File: config.mk
export PLATFORM = sky130hd
export DESIGN_NAME = pixel_result_queue_flat
export DESIGN_NICKNAME = d
export VERILOG_FILES = /design/src/rtl/pixel_result_queue_if.sv /design/src/rtl/pixel_result_queue.sv /design/src/flat_wrapper.sv
export SDC_FILE = /design/constraint.sdc
export NUM_CORES = 1
export LEC_CHECK = 0
export CAP_MARGIN = 0
export CORE_AREA = 10 10 136 138
export DETAILED_ROUTE_END_ITERATION = 10
export DIE_AREA = 0 0 146 148
export SETUP_SLACK_MARGIN = 0.15
export SLEW_MARGIN = 20
export SYNTH_ARGS = -nofsm -noshare
export SYNTH_HDL_FRONTEND = slang
export SYNTH_SLANG_ARGS = --single-unit
File: constraint.sdc
create_clock -name clk -period 3.8 [get_ports clk]
set_input_delay 0.76 -clock clk [delete_from_list [all_inputs] [get_ports clk]]
set_output_delay 0.76 -clock clk [all_outputs]
set_load 0.005 [all_outputs]
File: src/rtl/pixel_result_queue_if.sv
// Write/stream bundle for pixel_result_queue. The queue connects via the master modport
// and the calc engine / pixel consumer side via the slave modport.
interface pixel_result_queue_if #(
    parameter int DATA_W = 8,
    parameter int DEPTH  = 16
);
    localparam int CW = $clog2(DEPTH) + 1;

    logic              wr_en;
    logic [DATA_W-1:0] wr_iter;
    logic              full_queue;
    logic [DATA_W-1:0] out_data;
    logic              out_valid;
    logic              out_ready;
    logic              out_sof;
    logic              out_eol;
    logic [CW-1:0]     count;
    logic [15:0]       ovf_count;

    modport master (
        input  wr_en, wr_iter, out_ready,
        output full_queue, out_data, out_valid, out_sof, out_eol, count, ovf_count
    );

    modport slave (
        output wr_en, wr_iter, out_ready,
        input  full_queue, out_data, out_valid, out_sof, out_eol, count, ovf_count
    );
endinterface

File: src/rtl/pixel_result_queue.sv
// First-word-fall-through result FIFO with sof/eol pixel tagging and registered almost-full.
// Define PIXEL_QUEUE_OVF_CNT_EN to build the saturating dropped-write counter.
module pixel_result_queue #(
    parameter int DATA_W    = 8,
    parameter int DEPTH     = 16,
    parameter int AF_MARGIN = 2,
    parameter int X_SIZE    = 640,
    parameter int Y_SIZE    = 480
) (
    input  logic clk,
    input  logic rst,
    pixel_result_queue_if.master q
);
    localparam int AW = $clog2(DEPTH);
    localparam int CW = AW + 1;
    localparam int XW = (X_SIZE > 1) ? $clog2(X_SIZE) : 1;
    localparam int YW = (Y_SIZE > 1) ? $clog2(Y_SIZE) : 1;

    localparam logic [CW-1:0] DEPTH_C = CW'(DEPTH);
    localparam logic [CW-1:0] AF_C    = CW'(DEPTH - AF_MARGIN);
    localparam logic [XW-1:0] X_LAST  = XW'(X_SIZE - 1);
    localparam logic [YW-1:0] Y_LAST  = YW'(Y_SIZE - 1);

    logic [DATA_W-1:0] mem_q [DEPTH];
    logic [AW-1:0]     wr_ptr_q, wr_ptr_d;
    logic [AW-1:0]     rd_ptr_q, rd_ptr_d;
    logic [CW-1:0]     count_q, count_d;
    logic              full_q, full_d;
    logic [XW-1:0]     x_q, x_d;
    logic [YW-1:0]     y_q, y_d;

    logic out_valid;
    logic pop;
    logic push;
    logic store_full;

    assign out_valid  = (count_q != '0);
    assign store_full = (count_q == DEPTH_C);
    assign pop        = out_valid & q.out_ready;
    // A full queue still accepts a write when the head leaves in the same cycle.
    assign push       = q.wr_en & (~store_full | pop);

    // NOTE: every variable driven here gets a default first, so no path leaves one unassigned (no latch).
    always_comb begin
        wr_ptr_d = wr_ptr_q;
        rd_ptr_d = rd_ptr_q;
        count_d  = count_q;
        x_d      = x_q;
        y_d      = y_q;

        if (push) wr_ptr_d = wr_ptr_q + 1'b1;
        if (pop)  rd_ptr_d = rd_ptr_q + 1'b1;

        case ({push, pop})
            2'b10:   count_d = count_q + 1'b1;
            2'b01:   count_d = count_q - 1'b1;
            default: count_d = count_q;
        endcase

        if (pop) begin
            if (x_q == X_LAST) begin
                x_d = '0;
                y_d = (y_q == Y_LAST) ? '0 : y_q + 1'b1;
            end else begin
                x_d = x_q + 1'b1;
            end
        end

        // Registered from next-count so it moves in the same cycle as count.
        full_d = (count_d >= AF_C);
    end

    // NOTE: sequential state uses non-blocking assignments so every register samples pre-edge values.
    always_ff @(posedge clk) begin
        if (rst) begin
            wr_ptr_q <= '0;
            rd_ptr_q <= '0;
            count_q  <= '0;
            full_q   <= 1'b0;
            x_q      <= '0;
            y_q      <= '0;
        end else begin
            wr_ptr_q <= wr_ptr_d;
            rd_ptr_q <= rd_ptr_d;
            count_q  <= count_d;
            full_q   <= full_d;
            x_q      <= x_d;
            y_q      <= y_d;
        end
    end

    // NOTE: storage is deliberately not reset; count/pointers alone decide which entries are live.
    always_ff @(posedge clk) begin
        if (push) mem_q[wr_ptr_q] <= q.wr_iter;
    end

`ifdef PIXEL_QUEUE_OVF_CNT_EN
    logic [15:0] ovf_q, ovf_d;
    logic        drop;

    assign drop = q.wr_en & store_full & ~pop;

    always_comb begin
        ovf_d = ovf_q;
        if (drop && ovf_q != 16'hFFFF) ovf_d = ovf_q + 16'd1;
    end

    always_ff @(posedge clk) begin
        if (rst) ovf_q <= '0;
        else     ovf_q <= ovf_d;
    end

    assign q.ovf_count = ovf_q;
`else
    assign q.ovf_count = 16'h0000;
`endif

    assign q.out_valid  = out_valid;
    assign q.out_data   = mem_q[rd_ptr_q];
    assign q.out_sof    = out_valid & (x_q == '0) & (y_q == '0);
    assign q.out_eol    = out_valid & (x_q == X_LAST);
    assign q.count      = count_q;
    assign q.full_queue = full_q;

endmodule

File: src/flat_wrapper.sv
// flat-port wrapper written by rule: the top's interface ports become plain ports
module pixel_result_queue_flat 
#(
    parameter int DATA_W    = 8,
    parameter int DEPTH     = 16,
    parameter int AF_MARGIN = 2,
    parameter int X_SIZE    = 640,
    parameter int Y_SIZE    = 480
)
  (clk, rst, q_wr_en, q_wr_iter, q_out_ready, q_full_queue, q_out_data, q_out_valid, q_out_sof, q_out_eol, q_count, q_ovf_count);
  pixel_result_queue_if #(.DATA_W(DATA_W), .DEPTH(DEPTH)) q_i ();
  input  logic clk;
  input  logic rst;
  input wire logic [$bits(q_i.wr_en)-1:0] q_wr_en;
  input wire logic [$bits(q_i.wr_iter)-1:0] q_wr_iter;
  input wire logic [$bits(q_i.out_ready)-1:0] q_out_ready;
  output wire logic [$bits(q_i.full_queue)-1:0] q_full_queue;
  output wire logic [$bits(q_i.out_data)-1:0] q_out_data;
  output wire logic [$bits(q_i.out_valid)-1:0] q_out_valid;
  output wire logic [$bits(q_i.out_sof)-1:0] q_out_sof;
  output wire logic [$bits(q_i.out_eol)-1:0] q_out_eol;
  output wire logic [$bits(q_i.count)-1:0] q_count;
  output wire logic [$bits(q_i.ovf_count)-1:0] q_ovf_count;
  assign q_i.wr_en = q_wr_en;
  assign q_i.wr_iter = q_wr_iter;
  assign q_i.out_ready = q_out_ready;
  assign q_full_queue = q_i.full_queue;
  assign q_out_data = q_i.out_data;
  assign q_out_valid = q_i.out_valid;
  assign q_out_sof = q_i.out_sof;
  assign q_out_eol = q_i.out_eol;
  assign q_count = q_i.count;
  assign q_ovf_count = q_i.ovf_count;
  pixel_result_queue #(.DATA_W(DATA_W), .DEPTH(DEPTH), .AF_MARGIN(AF_MARGIN), .X_SIZE(X_SIZE), .Y_SIZE(Y_SIZE)) u_core (.clk(clk), .rst(rst), .q(q_i));
endmodule
=== After elaboration in Yosys (flattened, before gate mapping) ===
Memories as Yosys holds them, arrays and structs flattened. A register that Yosys moved wholly into a read port is not among the register bits.
Cells that the tools add are included.

* Bits in registers: 33
* Memory bits (writable): 128
* Input port bits: 12
* Output and inout port bits: 33
* Logic and storage cells: 37
* Memories: 1

{| class="wikitable"
|+ Memories
! memory !! depth !! width !! rd ports !! clocked after Yosys merged registers in !! write ports !! RTL line !! source
|-
| u_core.mem_q || 16 || 8 || 1 || 1 || 1 || pixel_result_queue.sv:24 || <nowiki>logic [DATA_W-1:0] mem_q [DEPTH];</nowiki>
|}

* Add/sub/neg operators: 6
* Order comparisons: 1
* Equality and inequality tests: 5
* Multiplexer cells: 7
* Bitwise operators: 7
* Reductions and logical operators: 4

{| class="wikitable"
|+ Operators by type and width
! cell !! count
|-
| 10-bit by 1-bit adder with 10-bit output (second input constant) || 1
|-
| 10-bit equality test (second input constant) || 1
|-
| 10-bit logical NOT || 1
|-
| 10-bit 2-to-1 mux || 1
|-
| 5-bit case mux with 2 select lines || 1
|-
| 9-bit by 1-bit adder with 9-bit output (second input constant) || 1
|-
| 9-bit equality test (second input constant) || 1
|-
| 9-bit logical NOT || 1
|-
| 9-bit 2-to-1 mux || 1
|-
| 4-bit by 1-bit adder with 4-bit output (second input constant) || 2
|-
| 4-bit 2-to-1 mux || 2
|-
| 5-bit by 1-bit adder with 5-bit output (second input constant) || 1
|-
| 1-bit AND || 5
|-
| 5-bit equality test (second input constant) || 1
|-
| 5-bit by 4-bit >= comparator with 1-bit output (second input constant) || 1
|-
| 5-bit nonzero test || 1
|-
| 5-bit by 1-bit subtractor with 5-bit output (second input constant) || 1
|-
| 2-bit by 1-bit equality test with 1-bit output (second input constant) || 1
|-
| 2-bit equality test (second input constant) || 1
|-
| 1-bit 2-to-1 mux || 2
|-
| 2-bit AND reduction || 1
|-
| 1-bit inverter || 1
|-
| 1-bit bitwise OR || 1
|}

=== Logic depth before layout (Yosys ltp) ===
Gate-level depths: netlist of run 1.

* Depth in word-level cells: 7
* Depth in mapped cells: 10
* Gate-level depth less buffers: 9

=== Worst setup path after synthesis of run 1 ===
No wires, ideal clock.

* Path kind: reg-to-reg
* Start: register u_core.count_q[0], in the netlist u_core.q.count[0]
* End: register u_core.full_q, in the netlist u_core.q.full_queue
* Data arrival time: 2.989 ns
* Data required time: 3.664 ns
* Setup slack: 0.675 ns
* Stages on the path, launching flop included: 11
* Path buffers: 1
* Period minus slack after synthesis: 3.125 ns
* Cells stage by stage: dfxtp_1 -> or4_1 -> buf_2 -> o21ai_4 -> nor2_1 -> fa_1 -> a21o_1 -> a21oi_1 -> mux2_2 -> a211oi_1 -> o32ai_1

* Cells in the longest elaborated chain, start to end: 7

{| class="wikitable"
|+ RTL lines
! element !! RTL line !! source
|-
| start: declaration || pixel_result_queue.sv:27 || <nowiki>logic [CW-1:0] count_q, count_d;</nowiki>
|-
| start signal: assignment || pixel_result_queue.sv:85 || <nowiki>count_q <= count_d;</nowiki>
|-
| 5-bit nonzero test or 5-bit equality test (tied branches) || pixel_result_queue.sv:37, pixel_result_queue.sv:38 ||
|-
| 1-bit AND or 1-bit inverter (tied branches) || pixel_result_queue.sv:39, pixel_result_queue.sv:41 ||
|-
| 1-bit bitwise OR || pixel_result_queue.sv:41 || <nowiki>assign push = q.wr_en & (~store_full | pop);</nowiki>
|-
| 1-bit AND || pixel_result_queue.sv:41 ||
|-
| 2-bit by 1-bit equality test with 1-bit output or 2-bit equality test (tied branches) || pixel_result_queue.sv:54 || <nowiki>case ({push, pop})</nowiki>
|-
| 5-bit case mux with 2 select lines (*) || pixel_result_queue.sv:54 ||
|-
| 5-bit by 4-bit >= comparator with 1-bit output (*) || pixel_result_queue.sv:70 || <nowiki>full_d = (count_d >= AF_C);</nowiki>
|-
| end signal: assignment || pixel_result_queue.sv:86 || <nowiki>full_q <= full_d;</nowiki>
|-
| end: declaration || pixel_result_queue.sv:28 || <nowiki>logic full_q, full_d;</nowiki>
|}

Every way passes the cells marked *; elsewhere a longest branch is shown, timed or not.
A chain may end at the register's enable or synchronous reset.

==> impl_summary.txt, run 1 <==
----------------------------------------------------
[Run status]
  Run status ... finished clean

[Layout]
  Non-filler instance count after layout ... 723
  Final std cell area, no fill ... 8144 um^2
  Proportion of layout cells with a drive suffix above 1 ... 21.10%
  Area Overhead vs Synth ... 16.21%
  Final net count ... 519
  Layout Utilization ... 51.83%
  Number of antenna cells inserted ... 0

[STA]
  Transition time of the tightest slew-check pin ... 0.6151 ns
  Max Clock Skew ... 0.01039 ns
  Worst relative slew slack ... about three fifths
  Final hold violation count ... 0
  Final critical-path share of the clock period ... 88.83%
  Final-layout setup total negative slack ... 0 ns
  Setup violators final ... 0
  Shortest period the worst path allows ... 3.376 ns
  Fin. max-slew vios ... 0
  Final worst-path setup slack ... 0.4243 ns
  Setup repair after global routing missed its margin ... no
  Maximum clock frequency ... 296.2 MHz
  Hold slack final ... around 0.50 ns

[Detailed routing]
  Final routed DRC violation total ... 0
  Met2 wire len ... 6968 um
  Routed wire length ... 14140 um
  First-pass iteration count of the detailed router ... 5
  Met3 wire len ... 567 um
  Uppermost layer routed ... met4
  Via count ... 3778
  Final ANT Viol Nets ... 0
  Post-route met1 wirelength ... 6364 um
  Number of design-rule violations left by the first detailed-router iteration ... 296
  Average wire per cell in the routed design ... 19.55 um
  Vias per inst ... 5.225

[Yosys]
  Mean instance size in the synthesized netlist ... ~16 um^2
  Cell type contributing the most total cell area after synthesis ... sky130_fd_sc_hd__edfxtp_1
  Yosys warning count ... 0
  Area of the mapped netlist ... 7008 um^2
  Top area cells in the synthesized netlist ... sky130_fd_sc_hd__edfxtp_1 55%, sky130_fd_sc_hd__mux4_2 13%, sky130_fd_sc_hd__dfxtp_1 11%
  Top-area cell type share of the netlist area ... 54.85%
  Post-synthesis sequential area ratio ... roughly two thirds
  Count of unique library cells instantiated by Yosys ... 48
  Post-synthesis register bit count ... approximately 170
  Post-Syn Instances ... approximately 450

[Power]
  Total chip power ... 5.017 mW
  Worst ir drop on vdd ... 0.0003545 V
  Leak ... approximately 2.7 nW
  Power density relative to cell area ... 616.0 nW/um^2

[Clock tree]
  CTS Sinks ... ~170
  Cells resized by post-CTS repair ... 0
  Clock Latency Late Sink ... 0.43 ns
  Post-CTS Hold Buffers ... 0
  CTS buffer count ... 17
  CTS H-tree depth ... 4
  Clock tree from TritonCTS ... yes
  Maximum clock path buffer count ... 2
  Clock slew at the register clock pins of the worst setup and hold paths ... 0.06 ns
  Setup repair bufs after CTS ... 0
  Root buffer cell ... sky130_fd_sc_hd__clkbuf_16

[Place]
  Placer Congestion ... 0.8454
  Port Buffer Count ... 28
  Setup Slack @ Placement ... 0.3069 ns
  Estimated wirelength of the detail-placed design ... 9407 um
  Post-placement cell count ... about 690
  Placed cell area ... 7587 um^2

[Floorplan]
  Width of the chip ... approximately 150 um
  Vertical extent of the die ... 148 um
  Initial Utilization ... 44.60%
  Core ar. ... 15710 um^2
  Placement Rows ... 46
  Die Area ... 21610 um^2
  Count of boundary I/O pins ... 45

[Critical path]
  Depth of the most critical reg-to-reg path ... 9
  Data arrival time of the worst path ... 2.62 ns
  Cell mode on critical path ... sky130_fd_sc_hd__mux4_2
  Class of the most critical setup path ... flip-flop to primary output
  Endpoint class of the critical path ... primary output
  Worst EP required ... 3.04 ns
  Cells traversed along the worst timing path ... buf_12 -> mux4_2 -> mux4_2 -> clkdlybuf4s50_1
  Minimum setup slack among reg-to-reg paths ... approximately 0.64 ns
  Critical path launch point type ... flip-flop
  Critical-path maximum fanout ... 32
  Crit path largest cell delay ... 0.58 ns
  Highest-delay cell along the critical path ... sky130_fd_sc_hd__mux4_2

[Global routing]
  Pin count of the biggest net entering global routing ... 33
  GRT Util Overall ... 13.61%
  Initial antenna violation count ... 0
  GR Overflow Total ... 0
  Vias in the first global route ... 3835
  First-pass GRT wire length ... 22390 um

[Hold path]
  Number of cells on the worst hold path ... 2
  Path type of the worst min-delay path ... flip-flop to flip-flop

[Job]
  Count of max-cap constraint violations ... 0

----------------------------------------------------
cell families after synthesis:
kind of cell             count (synthesis)  share of synthesized area [%]
AO/OA/AOI/OAI                           30                          2.910
XOR/XNOR                                24                          3.000
adder cells (fa/ha/maj)                 13                          2.428
buffers and inverters                   48                          3.642
flip-flops                             165                          65.42
multiplexers                            46                          13.82
other                                    1                        0.05351
AND/OR/NAND/NOR                        119                          8.731
cell usage in the layout, fill, tap and decap left out, types with 5 or more instances in the layout:
cell type	count
sky130_fd_sc_hd__buf_4	22
sky130_fd_sc_hd__edfxtp_1	128
sky130_fd_sc_hd__nand3_1	8
sky130_fd_sc_hd__nor3_1	14
sky130_fd_sc_hd__ha_1	12
sky130_fd_sc_hd__clkdlybuf4s50_1	28
sky130_fd_sc_hd__dfxtp_1	36
sky130_fd_sc_hd__xor2_1	15
sky130_fd_sc_hd__conb_1	16
sky130_fd_sc_hd__nor2_1	39
sky130_fd_sc_hd__nand2_1	21
sky130_fd_sc_hd__clkbuf_16	17
sky130_fd_sc_hd__nand4_1	9
sky130_fd_sc_hd__nand2b_1	5
sky130_fd_sc_hd__xnor2_1	9
sky130_fd_sc_hd__a21oi_1	11
sky130_fd_sc_hd__inv_1	11
sky130_fd_sc_hd__mux4_2	40
sky130_fd_sc_hd__o21ai_0	5
per-layer routing:
layer | global-route usage [%] | up-vias
li1 | - | 1773
met1 | 17.07 | 1909
met2 | 22.01 | 80
met3 | 3.816 | 16
met4 | 5.255 | 0
met5 | 0 | -
power breakdown:
group	switching [mW]	internal, mW	leakage [nW]
sequential	0.0893	2.03	1.46
clock	0.698	0.906	0.263
combinational	0.606	0.690	0.986
worst paths after layout:
path                                                 startpoint                             end
worst max register to register     u_core.q.count[1]$_SDFF_PP0_  u_core.q.full_queue$_SDFF_PP0_
worst min-delay path            u_core.rd_ptr_q[1]$_SDFFE_PP0N_                       flip-flop
worst max-delay path                                  flip-flop                   q_out_data[4]
worst min register to register  u_core.rd_ptr_q[1]$_SDFFE_PP0N_                       flip-flop
flip-flops by register name, summed over array words and instances (netlist names), named ones only:
| name | count |
|---|---|
| u_core.y_q | 9 |
| u_core.wr_ptr_q | 4 |
| u_core.mem_q | 128 |
| u_core.rd_ptr_q | 4 |
| u_core.q.count | 5 |
| u_core.x_q | 10 |
| u_core.q.full_queue | 1 |
critical path: cells and delay by family (launching register included):
family,cells,cell delay [ns]
DFF,1,0.34
muxes,2,1.06
buffers and inverters,2,0.77
synthesized netlist by cell type, drive strengths merged:
cell type / count
nand4: 10
edfxtp: 128
mux4: 40
nor3: 14
conb: 1
a32oi: 1
nor3b: 1
nor2b: 2
nand2b: 5
a21o: 3
nand2: 22
xor2: 15
dfxtp: 37
a21oi: 11
o32ai: 1
buf: 27
xnor2: 9
and2: 2
nor2: 40
a211oi: 2
mux2i: 3
fa: 1
a211o: 1
ha: 12
o211ai: 1
or3: 1
or4: 4
o31a: 1
mux2: 3
nand3: 8
clkbuf: 10
and3: 3
inv: 11
a31oi: 1
a311oi: 1
o21ai: 7
nor4: 7
area by class of cell:
| class | count | area, um^2 |
|---|---|---|
| inverter | 11 | 41.29 |
| clock buffer | 18 | 429.2 |
| tap | 216 | 270.3 |
| fill | 1293 | 7569 |
| sequential | 165 | 4586 |
| timing repair buffer | 51 | 465.4 |
| multi-input combinational | 248 | 2225 |
| clock inverter | 14 | 127.6 |
Note: power is estimated with default switching activity, not from simulation.
==> run 2, diff against run 1 <==
--- a/config.mk
+++ b/config.mk
@@ -9,7 +9,6 @@
 export CORE_AREA = 10 10 136 138
 export DETAILED_ROUTE_END_ITERATION = 10
 export DIE_AREA = 0 0 146 148
-export SETUP_SLACK_MARGIN = 0.15
 export SLEW_MARGIN = 20
 export SYNTH_ARGS = -nofsm -noshare
 export SYNTH_HDL_FRONTEND = slang
==> results of run 2 <==
Same layout as run 1: the final DEF is identical, and so are final timing and power.
==> run 3, diff against run 2 <==
--- a/config.mk
+++ b/config.mk
@@ -6,9 +6,10 @@
 export NUM_CORES = 1
 export LEC_CHECK = 0
 export CAP_MARGIN = 0
-export CORE_AREA = 10 10 136 138
+export CORE_AREA = 10 10 120 122
 export DETAILED_ROUTE_END_ITERATION = 10
-export DIE_AREA = 0 0 146 148
+export DIE_AREA = 0 0 130 132
+export PLACE_DENSITY = 0.79
 export SLEW_MARGIN = 20
 export SYNTH_ARGS = -nofsm -noshare
 export SYNTH_HDL_FRONTEND = slang
==> run 3 against run 2 <==
Against the previous run:
- clock-buffer cell count down 1
- clock skew shrank 0.0031 ns
- critical path type unchanged
- clock power down 5%
- critical endpoint is now q_out_data[5]
- sequential power barely moved
- global-route usage up 3.6 points
- power is 1.4% lower
- critical path depth stayed put
- via count is 0.50% higher
- non-clock buffer count is 3 lower
- design area is 1.6% lower
- combinational power about the same
==> impl_summary.txt, run 3 (synthesized netlist as in run 1, its figures left out) <==
----------------------------------------------------
[Layout]
  Most common cell after layout, fill and taps aside ... sky130_fd_sc_hd__edfxtp_1
  Final net count ... 516
  Biggest register ... u_core.mem_q
  Layout Utilization ... between 60% and 70%
  Fill cell total of the finished layout ... a little over 800
  Number of antenna cells inserted ... 0
  Area Overhead vs Synth ... 14.32%
  Commonest cells after routing, fill and taps aside ... 128 x sky130_fd_sc_hd__edfxtp_1, 40 x sky130_fd_sc_hd__mux4_2, 39 x sky130_fd_sc_hd__nor2_1, 36 x sky130_fd_sc_hd__dfxtp_1, 28 x sky130_fd_sc_hd__clkdlybuf4s50_1
  Final std cell area, no fill ... between 8000 and 9000 um^2
  Largest register FFs ... 128
  Proportion of layout cells with a drive suffix above 1 ... 20.44%
  Largest registers ranked by flip-flop count ... u_core.mem_q: 128 flops, u_core.x_q: 10 flops, u_core.y_q: 9 flops

[STA]
  Final worst-path setup slack ... about 0.21 ns
  Final hold violation count ... 0
  Worst relative slew slack ... 48.25%
  Transition time of the tightest slew-check pin ... 0.7733 ns
  Setup violators final ... 0
  Final critical-path share of the clock period ... a little over nine tenths
  Final-layout setup total negative slack ... 0 ns
  Maximum clock frequency ... 278.6 MHz
  Setup repair after global routing missed its margin ... no
  Shortest period the worst path allows ... 3.590 ns
  Fin. max-slew vios ... 0
  Max Clock Skew ... ~0.0073 ns

[Place]
  Placer Congestion ... between 0.8 and 0.9
  Setup Slack @ Placement ... 0.3048 ns
  Placed cell area ... 7478 um^2
  Estimated wirelength of the detail-placed design ... between 9000 and 10000 um
  Port Buffer Count ... 28

[Critical path]
  Endpoint class of the critical path ... primary output
  Class of the most critical setup path ... flip-flop to primary output
  Critical-path maximum fanout ... 11
  Worst EP required ... a little over 3 ns
  Critical path launch point type ... flip-flop
  Highest-delay cell along the critical path ... sky130_fd_sc_hd__dfxtp_2
  Cell mode on critical path ... sky130_fd_sc_hd__mux4_2
  Crit path largest cell delay ... slightly above 0.6 ns
  Cells traversed along the worst timing path ... buf_4 -> mux4_2 -> mux4_2 -> clkdlybuf4s50_1
  Data arrival time of the worst path ... between 2 and 3 ns

[Floorplan]
  Count of boundary I/O pins ... between 40 and 50
  Initial Utilization ... 58.83%
  Vertical extent of the die ... 132 um
  Placement Rows ... 40
  Die Area ... 17160 um^2
  Width of the chip ... 130 um
  Core ar. ... 11910 um^2

[Power]
  Worst ir drop on vdd ... around 0.00044 V
  Part of the total power dissipated in sequential elements ... a little over two fifths
  Switching Share ... 28.01%
  Clock Power Share ... 30.8%
  Leak ... 2.674 nW
  Total chip power ... 4.945 mW
  Portion of total power attributed to combinational logic ... 25.7%
  Net switching power ... 1.385 mW
  Internal power ... 3.560 mW
  Power density relative to cell area ... a little over 600 nW/um^2

[Clock tree]
  Cells resized by post-CTS repair ... 0
  Root buffer cell ... sky130_fd_sc_hd__clkbuf_16
  Clock tree from TritonCTS ... yes
  Maximum clock path buffer count ... 2
  Clock Latency Late Sink ... 0.42 ns
  Clock slew at the register clock pins of the worst setup and hold paths ... 0.06 ns
  CTS buffer count ... 17
  Setup repair bufs after CTS ... 0
  Post-CTS Hold Buffers ... 0
  CTS Sinks ... 165
  CTS H-tree depth ... 4

[Global routing]
  First-pass GRT wire length ... 22360 um
  GR Overflow Total ... 0
  Pin count of the biggest net entering global routing ... 33
  Initial antenna violation count ... 0
  Vias in the first global route ... 3882
  GRT Util Overall ... 17.24%

[Detailed routing]
  Final routed DRC violation total ... 0
  Number of design-rule violations left by the first detailed-router iteration ... 469
  First-pass iteration count of the detailed router ... 4
  Final ANT Viol Nets ... 0
  Average wire per cell in the routed design ... 21.56 um
  Via count ... around 3800
  Vias per inst ... 5.833
  Routed wire length ... roughly 14000 um

[Job]
  Count of max-cap constraint violations ... 0

[Run status]
  Run status ... finished clean

[Hold path]
  Path type of the worst min-delay path ... flip-flop to flip-flop

----------------------------------------------------
-- run 3: cell types whose count changed in the layout (fill, tap and decap cells not counted), sizes merged --
cell	before	now
clkinvlp	4	5
inv	15	14
clkbuf	18	17
bufinv	1	0
buf	23	20
clkinv	5	7
-- run 3: routing by layer --
layer | track usage, % | wire length (um) | share of wire [%] | vias to the layer above
met5 | 0 | 0 | 0 | -
met4 | 5.875 | 166 | 1.2 | 0
met3 | 4.827 | 681 | 4.9 | 16
met2 | 26.85 | 7032 | 50 | 99
met1 | 22.65 | 6157 | 44 | 1911
li1 | - | - | - | 1771
-- run 3: worst max-delay path: cells and delay by family, from the launching register on --
family,cells,cell delay [ns]
buffers and inverters,2,0.76
DFF,1,0.61
muxes,2,1.03
-- run 3: final cells by class --
class,instances,area [um^2],area share (%)
clock buffer,17,425.4,5.310
clock inverter,15,107.6,1.343
inverter,11,41.29,0.5154
multi-input combinational,248,2225,27.77
sequential,165,4586,57.24
tap,147,183.9,2.296
timing repair buffer,48,442.9,5.529
-- run 3: power groups by stage --
| stage | Combinational (mW) | Clock [mW] | Sequential, mW |
|---|---|---|---|
| finish | 1.27 | 1.52 | 2.15 |
| floorplan | 0.870 | 0 | 2.13 |
| global placement | 1.26 | 0 | 2.18 |
| CTS | 1.29 | 1.55 | 2.15 |
| detailed placement | 1.28 | 0 | 2.19 |
| global route | 1.40 | 1.62 | 2.17 |
-- run 3: path summary, 6_finish.rpt --
path | start | cells after the start | endpoint | slack (ns)
min reg2reg | u_core.rd_ptr_q[1]$_SDFFE_PP0N_ | 2 | flip-flop | 0.50
max | flip-flop | 4 | q_out_data[5] | 0.21
max reg2reg | u_core.q.count[1]$_SDFF_PP0_ | 9 | u_core.q.full_queue$_SDFF_PP0_ | 0.62
min | u_core.rd_ptr_q[1]$_SDFFE_PP0N_ | 2 | flip-flop | 0.50
-- run 3: through the flow --
stage,hold slack (ns),std cells
after floorplan,0.4657,461
after global placement,0.4787,619
after detailed placement,0.4953,619
after CTS,0.5034,651
after global routing,0.5297,651
final,0.5001,651
